File: config.mk
export PLATFORM = sky130hd
export DESIGN_NAME = fsm_launcher
export DESIGN_NICKNAME = d
export VERILOG_FILES = /design/src/rtl/fsm_launcher.sv
export SDC_FILE = /design/constraint.sdc
export NUM_CORES = 1
export LEC_CHECK = 0
export ABC_CLOCK_PERIOD_IN_PS = 2750
export CAP_MARGIN = 20
export CORE_UTILIZATION = 45
export CTS_CLUSTER_DIAMETER = 60
export CTS_CLUSTER_SIZE = 28
export DETAILED_ROUTE_END_ITERATION = 16
export PLACE_DENSITY = 0.71
export SYNTH_ARGS = -nofsm -noshare
export SYNTH_HDL_FRONTEND = slang
export SYNTH_SLANG_ARGS = --single-unit
File: constraint.sdc
create_clock -name clk_i -period 2.75 [get_ports clk_i]
set_clock_uncertainty 0.15 [all_clocks]
set_input_delay 0.55 -clock clk_i [delete_from_list [all_inputs] [get_ports clk_i]]
set_output_delay 0.55 -clock clk_i [all_outputs]
set_load 0.02 [all_outputs]
File: src/rtl/fsm_launcher.sv
// ============================================================================
// fsm_launcher
// ----------------------------------------------------------------------------
// Initiator side of a start/busy/done handshake towards a worker FSM.
// A job request (a launch count) is accepted over valid/ready. For each launch
// a single-cycle start pulse is issued to the worker, then the launcher waits
// for the worker's done pulse before the next launch. Each launch is guarded
// by a watchdog. When the job finishes, or a launch times out, a response
// carrying jobs completed, elapsed cycles and a timeout flag is presented
// over valid/ready.
//
// Ports:
//   clk_i          clock, rising edge
//   rst_ni         asynchronous active-low reset
//   req_valid_i    request valid
//   req_ready_o    request ready (high only in IDLE)
//   req_count_i    number of launches, sampled on the accept cycle
//   start_o        start pulse to the worker (combinational)
//   busy_i         worker busy
//   done_i         worker done pulse
//   rsp_valid_o    response valid
//   rsp_ready_i    response ready
//   rsp_jobs_o     launches that completed with done
//   rsp_cycles_o   cycles spent in START/WAIT_DONE/GAP (saturating)
//   rsp_timeout_o  a launch timed out and the run was aborted
// ============================================================================
module fsm_launcher #(
    parameter int TIMEOUT_CYCLES = 64,
    parameter int N_W            = 8,
    parameter int CYC_W          = 16
) (
    input  logic             clk_i,
    input  logic             rst_ni,
    input  logic             req_valid_i,
    output logic             req_ready_o,
    input  logic [N_W-1:0]   req_count_i,
    output logic             start_o,
    input  logic             busy_i,
    input  logic             done_i,
    output logic             rsp_valid_o,
    input  logic             rsp_ready_i,
    output logic [N_W-1:0]   rsp_jobs_o,
    output logic [CYC_W-1:0] rsp_cycles_o,
    output logic             rsp_timeout_o
);

    localparam int WD_W = $clog2(TIMEOUT_CYCLES);
    localparam logic [WD_W-1:0]  WD_LAST = WD_W'(TIMEOUT_CYCLES - 1);
    localparam logic [CYC_W-1:0] CYC_MAX = '1;

    typedef enum logic [2:0] {
        S_IDLE,
        S_START,
        S_WAIT_DONE,
        S_GAP,
        S_RESP
    } state_t;

    state_t            state_q, state_d;
    logic [N_W-1:0]    count_q, count_d;
    logic [N_W-1:0]    jobs_q, jobs_d;
    logic [CYC_W-1:0]  cycles_q, cycles_d;
    logic [WD_W-1:0]   wdog_q, wdog_d;
    logic              timeout_q, timeout_d;
    logic [N_W-1:0]    jobs_inc;

    assign jobs_inc = jobs_q + 1'b1;

    // Outputs are decoded straight from registered state, so the async reset
    // clears them immediately. Only start_o also depends on an input.
    assign req_ready_o   = (state_q == S_IDLE);
    assign start_o       = (state_q == S_START) && !busy_i;
    assign rsp_valid_o   = (state_q == S_RESP);
    assign rsp_jobs_o    = jobs_q;
    assign rsp_cycles_o  = cycles_q;
    assign rsp_timeout_o = timeout_q;

    always_comb begin
        state_d   = state_q;
        count_d   = count_q;
        jobs_d    = jobs_q;
        cycles_d  = cycles_q;
        wdog_d    = wdog_q;
        timeout_d = timeout_q;

        // Every active cycle is counted, including the final done/timeout
        // cycle; the counter sticks at all-ones rather than wrapping.
        if ((state_q == S_START || state_q == S_WAIT_DONE || state_q == S_GAP)
            && (cycles_q != CYC_MAX)) begin
            cycles_d = cycles_q + 1'b1;
        end

        case (state_q)
            S_IDLE: begin
                if (req_valid_i) begin
                    count_d   = req_count_i;
                    jobs_d    = '0;
                    cycles_d  = '0;
                    wdog_d    = '0;
                    timeout_d = 1'b0;
                    state_d   = (req_count_i == '0) ? S_RESP : S_START;
                end
            end
            S_START: begin
                // Stall while the worker is still busy; launch otherwise.
                if (!busy_i) begin
                    wdog_d  = '0;
                    state_d = S_WAIT_DONE;
                end
            end
            S_WAIT_DONE: begin
                // done wins over a watchdog expiry in the same cycle.
                if (done_i) begin
                    jobs_d  = jobs_inc;
                    state_d = (jobs_inc == count_q) ? S_RESP : S_GAP;
                end else if (wdog_q == WD_LAST) begin
                    timeout_d = 1'b1;
                    state_d   = S_RESP;
                end else begin
                    wdog_d = wdog_q + 1'b1;
                end
            end
            S_GAP: begin
                // One idle cycle keeps start pulses from being back to back.
                state_d = S_START;
            end
            S_RESP: begin
                if (rsp_ready_i) begin
                    state_d = S_IDLE;
                end
            end
            default: begin
                state_d = S_IDLE;
            end
        endcase
    end

    always_ff @(posedge clk_i or negedge rst_ni) begin
        if (!rst_ni) begin
            state_q   <= S_IDLE;
            count_q   <= '0;
            jobs_q    <= '0;
            cycles_q  <= '0;
            wdog_q    <= '0;
            timeout_q <= 1'b0;
        end else begin
            state_q   <= state_d;
            count_q   <= count_d;
            jobs_q    <= jobs_d;
            cycles_q  <= cycles_d;
            wdog_q    <= wdog_d;
            timeout_q <= timeout_d;
        end
    end

endmodule

# After elaboration in Yosys (flattened, before gate mapping)
# Cells that the tools add are included.
# W data, S select, Z words.
# totals
output_inout_bits,28
elab_cells,61
reg_bits,42
# op_classes
addsub,3
muxes,23
n_eq_ne,15
n_reduce_logical,14
# op_table
operator,n
$mux W16,3
$mux W6,4
$mux W3,7
$pmux W6 S3,1
$add A16 B1 Y16 const B,1
$mux W8,2
$ne A16 B16 Y1 const B,1
$pmux W8 S2,1
$pmux W3 S5,1
$ne A2 B2 Y1 const B,5
$add A8 B1 Y8 const B,1
$eq A8 B8 Y1,1
$logic_not A8 Y1,1
$reduce_and A4 Y1,2
$add A6 B1 Y6 const B,1
$eq A3 B2 Y1 const B,2
$eq A6 B6 Y1 const B,1
$reduce_and A5 Y1,1
$ne A2 B1 Y1 const B,2
$eq A3 B1 Y1 const B,1
$eq A3 B3 Y1 const B,1
$logic_not A3 Y1,1
$mux W1,3
$ne A3 B2 Y1 const B,1
8 further kinds,10

# Longest topological paths before layout
# Gate-level depths: netlist of the first run.
# depth
word_depth,7
depth_mapped,6
ltp_nobuf,6

# Worst setup path after synthesis of the first run
# No wires, ideal clock.
# synth_path
kind,reg-to-reg
start,register state_q[0]
end,register cycles_q[7] (netlist: rsp_cycles_o[7])
arrival_time_ns,1.684
required_time_ns,2.462
path_buffers,2
slack_ns,0.778
path_stages_with_launch,7
period_less_slack_ns,1.972
cell_sequence,dfrtp_1 -> buf_6 -> nor3_1 -> nand2_1 -> clkbuf_1 -> nand2_1 -> mux2i_1
# synth_rtl
element,line,text
"start, declared",59,"state_t state_q, state_d;"
"start signal, assigned",147,state_q <= state_d;
$logic_not A3 Y1,--,
net req_ready_o,35,"output logic req_ready_o,"
$mux W16,93,case (state_q)
net cycles_d[7],62,"logic [CYC_W-1:0] cycles_q, cycles_d;"
"end signal, assigned",150,cycles_q <= cycles_d;
"end, declared",62,
# The timed path passes the listed nets, and every way through them passes these cells.
# A chain may end at the register's enable or synchronous reset.

# Worst setup path after layout of the first run
# layout_path
start,register state_q[0]
end,output req_ready_o
# layout_between
elab_chain_len,1
# layout_lines
element,line,text
$logic_not A3 Y1,71,assign req_ready_o = (state_q == S_IDLE);
"end, declared",35,
# No other way between the ends.

==> results.json, run 1 <==
{
  "cts_tree": "built",
  "grt_util_all_layers_pct": 20.32,
  "totalWireLength_mm": 5.503,
  "synth-simple-area-share_pct": 27.98,
  "synth_edf_count": 0,
  "synth_cells": 266,
  "dp_worst_setup_slack_ps": 159.5,
  "slew_headroom_pct": 62.99,
  "drtAntennaViolNets": 0,
  "grt_first_pass_wirelength_mm": 9.349,
  "cts_repair_resize_count": 0,
  "dp_cells": 376,
  "final-setup-viol-count": 0,
  "worstPathArrival_ps": 1930,
  "end_kind": "output port",
  "min-delay-path-class": "input pin to asynchronous set/reset pin",
  "cap_violations": 0,
  "rows": 26,
  "layout.core_utilization_pct": 58.58,
  "initial_core_util_pct": 47.63,
  "timing.reg2reg.worst_path_depth": 7,
  "area_growth_syn_to_layout_pct": 22.97,
  "cts.clk_slew.worst_paths_ps": 80,
  "detailedRoute.firstPassIterationCount": 4,
  "power_per_cell_area_nw_per_um2": 757.4,
  "power_leakage_nw": 1.289,
  "globalplace.congestion": 0.7837,
  "grt_pass1_vias": 1906,
  "ys_dominant_reg_cell": "sky130_fd_sc_hd__dfrtp_1",
  "globalRouteOverflowTotal": 0,
  "die_area_um2": 5846,
  "ys_warn_count": 0,
  "yosys_register_bits": 42,
  "complex_gate_fraction_of_the_synthesized_area_pct": 14.14,
  "smallest_hold_slack_ps": 37.65,
  "outcome": "finished clean",
  "die-height_um": 76.46,
  "pin_count_of_the_biggest_net_entering_global_routing": 26,
  "drt_first_iter_violations": 113,
  "final_period_minus_worst_setup_slack_ps": 2633,
  "final.period_utilization_pct": 95.76,
  "reg2reg_from": "state_q[1]$_DFFE_PN0P_",
  "synth.area.mux_share_pct": 2.006,
  "finish.cell_count_without_fillers": 384,
  "portBuffers": 41,
  "insertion_delay_ps": 300,
  "setup_total_negative_slack_ps": 0,
  "critical_path.startpoint_type": "flop",
  "route.detailed.wl_per_inst_um": 14.33,
  "clock_path_buffers": 2,
  "diode_insertion_count_for_antenna_repair": 0,
  "synth-async-reset-ratio_pct": 100.0,
  "drive_above_1_share_pct": 12.10,
  "final_cell_area_excluding_filler_cells_um2": 3068,
  "worstPathRequired_ps": 2050,
  "yosys.area_share.xor_xnor_pct": 8.325,
  "final_setup_margin_ps": 116.5,
  "antenna_found_initial": 0,
  "r2r-end": "rsp_jobs_o[5]$_DFFE_PN0P_",
  "number_of_buffers_created_by_cts": 5,
  "tritoncts_num_sinks": 42,
  "average_via_count_per_standard_cell": 5.443,
  "reg2reg_slack_ps": 560,
  "synthAdderAreaFrac_pct": 1.505,
  "nets_in_the_synthesized_netlist": 283,
  "hold_viol_final": 0,
  "timing.critical_path.fanout_max": 13,
  "timing.setup.critical_path_class": "flop to output port",
  "cts_root_buffer": "sky130_fd_sc_hd__clkbuf_8",
  "final_nets": 330,
  "chipWidth_um": 76.46,
  "rsz0062_at_grt": "no",
  "post_dp_cell_area_um2": 2977,
  "fmax_mhz": 379.7,
  "ctsHtreeMaxLevel": 2,
  "synth_cell_types": 55,
  "cts_post_setup_buffers_inserted": 0,
  "synthesis.area_um2": 2495,
  "dr_total_vias": 2090,
  "dp_hpwl_mm": 3.994,
  "design_power_total_mw": 2.324,
  "yosysSeqAreaShare_pct": 42.13,
  "timing_worst_slew_pin_value_ps": 554.6,
  "timing.final.max_slew_violations": 0,
  "max-vdd-ir-drop_v": 0.0005456,
  "ioPinCount": 42,
  "coreArea_um2": 5238,
  "cts_hold_repair.buffers": 0,
  "synth_top_family_by_area": "simple AND/OR/NAND/NOR gates",
  "drc_errors": 0,
  "syn_avg_cell_area_um2": 9.379
}
[cell families after synthesis]
kind of cell             after synthesis
multiplexers                           5
AND/OR/NAND/NOR                      131
buffers and inverters                 15
XOR/XNOR                              22
AO/OA/AOI/OAI                         48
flip-flops                            42
adder cells (fa/ha/maj)                3
[routing by layer]
| metal | wire [um] | track usage, % | vias up |
|---|---|---|---|
| met5 | 0 | 0 | - |
| met4 | 94 | 7.115 | 0 |
| met3 | 192 | 3.832 | 10 |
| met2 | 2432 | 29.19 | 51 |
| met1 | 2784 | 30.24 | 994 |
| li1 | - | - | 1035 |
[flip-flops by register name, indices dropped and copies added (netlist names)]
register / flops
wdog_q: 6
rsp_timeout_o: 1
state_q: 3
rsp_jobs_o: 8
count_q: 8
rsp_cycles_o: 16
[area by class of cell]
type	instances	area, um^2
Multi-Input combinational cell	209	1346
Inverter	5	18.77
Sequential cell	42	1051
Fill cell	492	2170
Clock inverter	1	5.005
Clock buffer	7	86.33
Tap cell	70	87.58
Timing Repair Buffer	50	473.0
[power breakdown]
part           internal (mW)  switching [mW]  total (mW)
sequential             0.743           0.192       0.934
combinational          0.446           0.525       0.971
clock                  0.203           0.216       0.419
total                   1.39           0.932        2.32
[worst max-delay path: stages (launching register included)]
cell	delay, ps
sky130_fd_sc_hd__dfrtp_1	560
sky130_fd_sc_hd__nor3_1	400
sky130_fd_sc_hd__clkdlybuf4s50_1	680
[synthesized netlist by cell type, types with 2 or more instances]
master	count	area, um^2
sky130_fd_sc_hd__buf_6	5	56.30
sky130_fd_sc_hd__inv_1	5	18.77
sky130_fd_sc_hd__o21ai_0	13	65.06
sky130_fd_sc_hd__nor2b_1	2	12.51
sky130_fd_sc_hd__nor3_1	7	35.03
sky130_fd_sc_hd__xnor2_1	19	166.4
sky130_fd_sc_hd__or3_1	3	18.77
sky130_fd_sc_hd__nand2_1	51	191.4
sky130_fd_sc_hd__nor4_1	3	18.77
sky130_fd_sc_hd__mux2i_1	5	50.05
sky130_fd_sc_hd__and4_1	2	17.52
sky130_fd_sc_hd__dfrtp_1	42	1051
sky130_fd_sc_hd__and3_2	2	15.01
sky130_fd_sc_hd__and3_1	2	12.51
sky130_fd_sc_hd__nand3_1	12	60.06
sky130_fd_sc_hd__o21ai_1	3	15.01
sky130_fd_sc_hd__a31oi_1	2	12.51
sky130_fd_sc_hd__o31ai_1	3	22.52
sky130_fd_sc_hd__and4_4	2	22.52
sky130_fd_sc_hd__xor2_1	2	17.52
sky130_fd_sc_hd__a211oi_1	5	37.54
sky130_fd_sc_hd__nor2_1	25	93.84
sky130_fd_sc_hd__or4_1	2	15.01
sky130_fd_sc_hd__ha_1	3	37.54
sky130_fd_sc_hd__a41o_1	2	20.02
sky130_fd_sc_hd__clkbuf_1	4	15.01
sky130_fd_sc_hd__nand4_1	4	25.02
sky130_fd_sc_hd__a21oi_1	8	40.04
sky130_fd_sc_hd__nor3b_2	2	25.02
[placed cells by master, fill, tap and decap left out, drive strengths merged, types with 2 or more instances in the layout]
master          n
xor2            2
nand3          13
nor2           25
nor4            4
nor2b           2
mux2i           5
a31oi           2
and3            5
a211oi          5
ha              3
clkbuf          7
inv             5
nand2          51
or3             3
dfrtp          42
and4            4
nor3            8
nor4b           2
and2            2
clkdlybuf4s50  40
a21oi           9
buf            10
o21ai          16
a2111oi         2
nand4           5
nor3b           3
or4             3
xnor2          19
a41o            2
o31ai           3
[how the worst max path moves through the flow]
stage | to | start
floorplan | rsp_cycles_o[7]$_DFF_PN0_ | state_q[0]$_DFFE_PN0P_
global placement | start_o | busy_i
detailed placement | start_o | busy_i
CTS | req_ready_o | state_q[0]$_DFFE_PN0P_
global route | start_o | state_q[0]$_DFFE_PN0P_
finish | req_ready_o | state_q[0]$_DFFE_PN0P_
Note: power is estimated with default switching activity, not from simulation.
==> run 2: changes to the inputs <==
Settings changed: ABC_AREA from default to 1, RECOVER_POWER from default to 50.
==> results.json, run 2 <==
{
  "setup_total_negative_slack_ps": 0,
  "drc_errors": 0,
  "yosysSeqAreaShare_pct": 41.73,
  "route.detailed.wl_per_inst_um": 12.07,
  "layout.cells.most_common_list": "89 x sky130_fd_sc_hd__nand2_1, 56 x sky130_fd_sc_hd__inv_1, 44 x sky130_fd_sc_hd__nor2_1, 42 x sky130_fd_sc_hd__dfrtp_1, 39 x sky130_fd_sc_hd__clkdlybuf4s50_1",
  "yosys_register_bits": 42,
  "p_seq_share_pct": 37.4,
  "slew_headroom_pct": 28.57,
  "share_clk_of_total_power_pct": 16.4,
  "power_per_cell_area_nw_per_um2": 819.2,
  "hold_viol_final": 0,
  "outcome": "finished clean",
  "timing.setup.critical_path_class": "flop to output port",
  "average_via_count_per_standard_cell": 4.996,
  "timing.reg2reg.worst_path_depth": 7,
  "final.period_utilization_pct": 90.96,
  "dp_cells": 462,
  "ys_dominant_reg_cell": "sky130_fd_sc_hd__dfrtp_1",
  "synth.most_common_cell": "sky130_fd_sc_hd__nand2_1",
  "biggest_area_consumer_among_synthesized_cells": "sky130_fd_sc_hd__dfrtp_1",
  "globalplace.congestion": 0.8635,
  "p_sw_mw": 1.108,
  "drive_above_1_share_pct": 6.000,
  "dr_total_vias": 2348,
  "totalWireLength_mm": 5.674,
  "diode_insertion_count_for_antenna_repair": 0,
  "multiInputGateArea_um2": 1205,
  "fmax_mhz": 399.8,
  "cts_tree": "built",
  "grt_first_pass_wirelength_mm": 10.01,
  "tritoncts_num_sinks": 42,
  "portBuffers": 41,
  "synth_cell_types": 28,
  "detailedRoute.firstPassIterationCount": 7,
  "power.switching_fraction_pct": 44.21,
  "synth_edf_count": 0,
  "power_leakage_nw": 1.450,
  "synth_cells": 353,
  "min-delay-path-class": "input pin to asynchronous set/reset pin",
  "grt_util_all_layers_pct": 21.09,
  "globalRouteOverflowTotal": 0,
  "timing_worst_slew_pin_value_ps": 1071,
  "finish.cell_count_without_fillers": 470,
  "final_nets": 416,
  "filler_cell_count": 512,
  "worstPathArrival_ps": 1800,
  "internal_power_mw": 1.399,
  "end_kind": "output port",
  "max_reg_flops": 16,
  "final-setup-viol-count": 0,
  "sequential_cell_area_um2": 1051,
  "timing.final.max_slew_violations": 0,
  "ioPinCount": 42,
  "top_cell_types_by_occurrence_after_synthesis": "87 x sky130_fd_sc_hd__nand2_1, 55 x sky130_fd_sc_hd__inv_1, 42 x sky130_fd_sc_hd__dfrtp_1, 42 x sky130_fd_sc_hd__nor2_1, 30 x sky130_fd_sc_hd__nand3_1",
  "cts.clk_slew.worst_paths_ps": 90,
  "critical_path.startpoint_type": "flop",
  "initial_core_util_pct": 48.09,
  "synth.top_cell.area_share_pct": 41.73,
  "cts_post_setup_buffers_inserted": 0,
  "antenna_found_initial": 0,
  "dp_hpwl_mm": 4.242,
  "rsz0062_at_grt": "no",
  "rows": 26,
  "cts_repair_resize_count": 0,
  "ctsHtreeMaxLevel": 2,
  "clock_path_buffers": 2,
  "drt_first_iter_violations": 123,
  "final_period_minus_worst_setup_slack_ps": 2501,
  "cts_hold_repair.buffers": 0,
  "nets_in_the_synthesized_netlist": 370,
  "cts_root_buffer": "sky130_fd_sc_hd__clkbuf_8",
  "combinationalPowerShare_pct": 46.2,
  "synthTopCellsByArea": "sky130_fd_sc_hd__dfrtp_1 42%, sky130_fd_sc_hd__nand2_1 13%, sky130_fd_sc_hd__inv_1 8.2%, sky130_fd_sc_hd__nor2_1 6.3%, sky130_fd_sc_hd__nand3_1 6.0%",
  "max-vdd-ir-drop_v": 0.0005366,
  "insertion_delay_ps": 300,
  "cap_violations": 0,
  "synth-async-reset-ratio_pct": 100.0,
  "worstPathRequired_ps": 2050,
  "pin_count_of_the_biggest_net_entering_global_routing": 29,
  "die_area_um2": 5901,
  "die-height_um": 76.82,
  "drtAntennaViolNets": 0,
  "ys_warn_count": 0,
  "syn_avg_cell_area_um2": 7.135,
  "synthesis.area_um2": 2519,
  "area_growth_syn_to_layout_pct": 21.51,
  "chipWidth_um": 76.82,
  "number_of_buffers_created_by_cts": 5,
  "timing.critical_path.fanout_max": 6,
  "grt_pass1_vias": 2218,
  "coreArea_um2": 5238,
  "layout_commonest_cell": "sky130_fd_sc_hd__nand2_1"
}
==> run 2: worst paths after layout <==
kind	from	to	slack, ps
max	state_q[2]$_DFFE_PN0P_	req_ready_o	250
min	rst_ni	rsp_cycles_o[9]$_DFF_PN0_	270
max reg2reg	state_q[2]$_DFFE_PN0P_	rsp_cycles_o[3]$_DFF_PN0_	500
min reg2reg	wdog_q[0]$_DFFE_PN0P_	wdog_q[0]$_DFFE_PN0P_	360
max in group asynchronous	rst_ni	rsp_jobs_o[7]$_DFFE_PN0P_	1030
min in group clk_i	wdog_q[0]$_DFFE_PN0P_	wdog_q[0]$_DFFE_PN0P_	360
==> run 2: worst max-delay path: stages, from the launching register on <==
cell	delay (ps)
sky130_fd_sc_hd__dfrtp_1	440
sky130_fd_sc_hd__inv_1	130
sky130_fd_sc_hd__nand2_1	110
sky130_fd_sc_hd__nor2_4	180
sky130_fd_sc_hd__clkdlybuf4s50_1	640
==> run 2: power by group through the flow <==
| stage | logic, mW | registers [mW] | clock network [mW] |
|---|---|---|---|
| after floorplan | 0.805 | 0.986 | 0 |
| after global placement | 1.18 | 0.945 | 0 |
| after detailed placement | 1.19 | 0.948 | 0 |
| after CTS | 1.20 | 0.936 | 0.424 |
| after global routing | 1.31 | 0.967 | 0.445 |
| final | 1.16 | 0.939 | 0.411 |
==> run 2: stage by stage <==
stage / hold WS (ps) / instance area, um^2 / total power [mW] / utilization, % / worst slack (ps)
after floorplan: 104.4 / 2519 / 1.791 / - / 904.3
after global placement: 340.0 / 2998 / 2.123 / 57.24 / 378.2
after detailed placement: 345.1 / 2998 / 2.142 / 57.24 / 359.8
after CTS: 41.96 / 3088 / 2.559 / 58.96 / 242.0
after global routing: 375.4 / 3060 / 2.721 / 58.43 / 117.0
final: 266.5 / 3060 / 2.507 / 58.43 / 248.7
==> run 2: layout make-up <==
| cell class | count | share of cell area, % |
|---|---|---|
| multi-input combinational | 250 | 39.37 |
| inverter | 57 | 6.991 |
| tap | 70 | 2.862 |
| clock inverter | 3 | 0.6950 |
| clock buffer | 5 | 2.249 |
| sequential | 42 | 34.34 |
| timing repair buffer | 43 | 13.49 |
==> run 2: logic make-up after synthesis <==
logic type               after synthesis  synth area share (%)
AND/OR/NAND/NOR                      190                 34.38
buffers and inverters                 61                 9.638
AO/OA/AOI/OAI                         52                 11.03
flip-flops                            42                 41.73
XOR/XNOR                               5                 1.739
adder cells (fa/ha/maj)                3                 1.490
==> run 2: metal layers <==
layer | track usage [%] | vias to the layer above | part of all wire, %
li1 | - | 1216 | -
met1 | 27.42 | 1087 | 48
met2 | 35.54 | 40 | 48
met3 | 3.690 | 5 | 3.1
met4 | 6.538 | 0 | 1.0
met5 | 0 | - | 0
==> run 3: changes to the inputs <==
Settings changed: SLEW_MARGIN from default to 5.
==> results of run 3 <==
The final DEF is identical to that of run 2; final timing and power are the same.
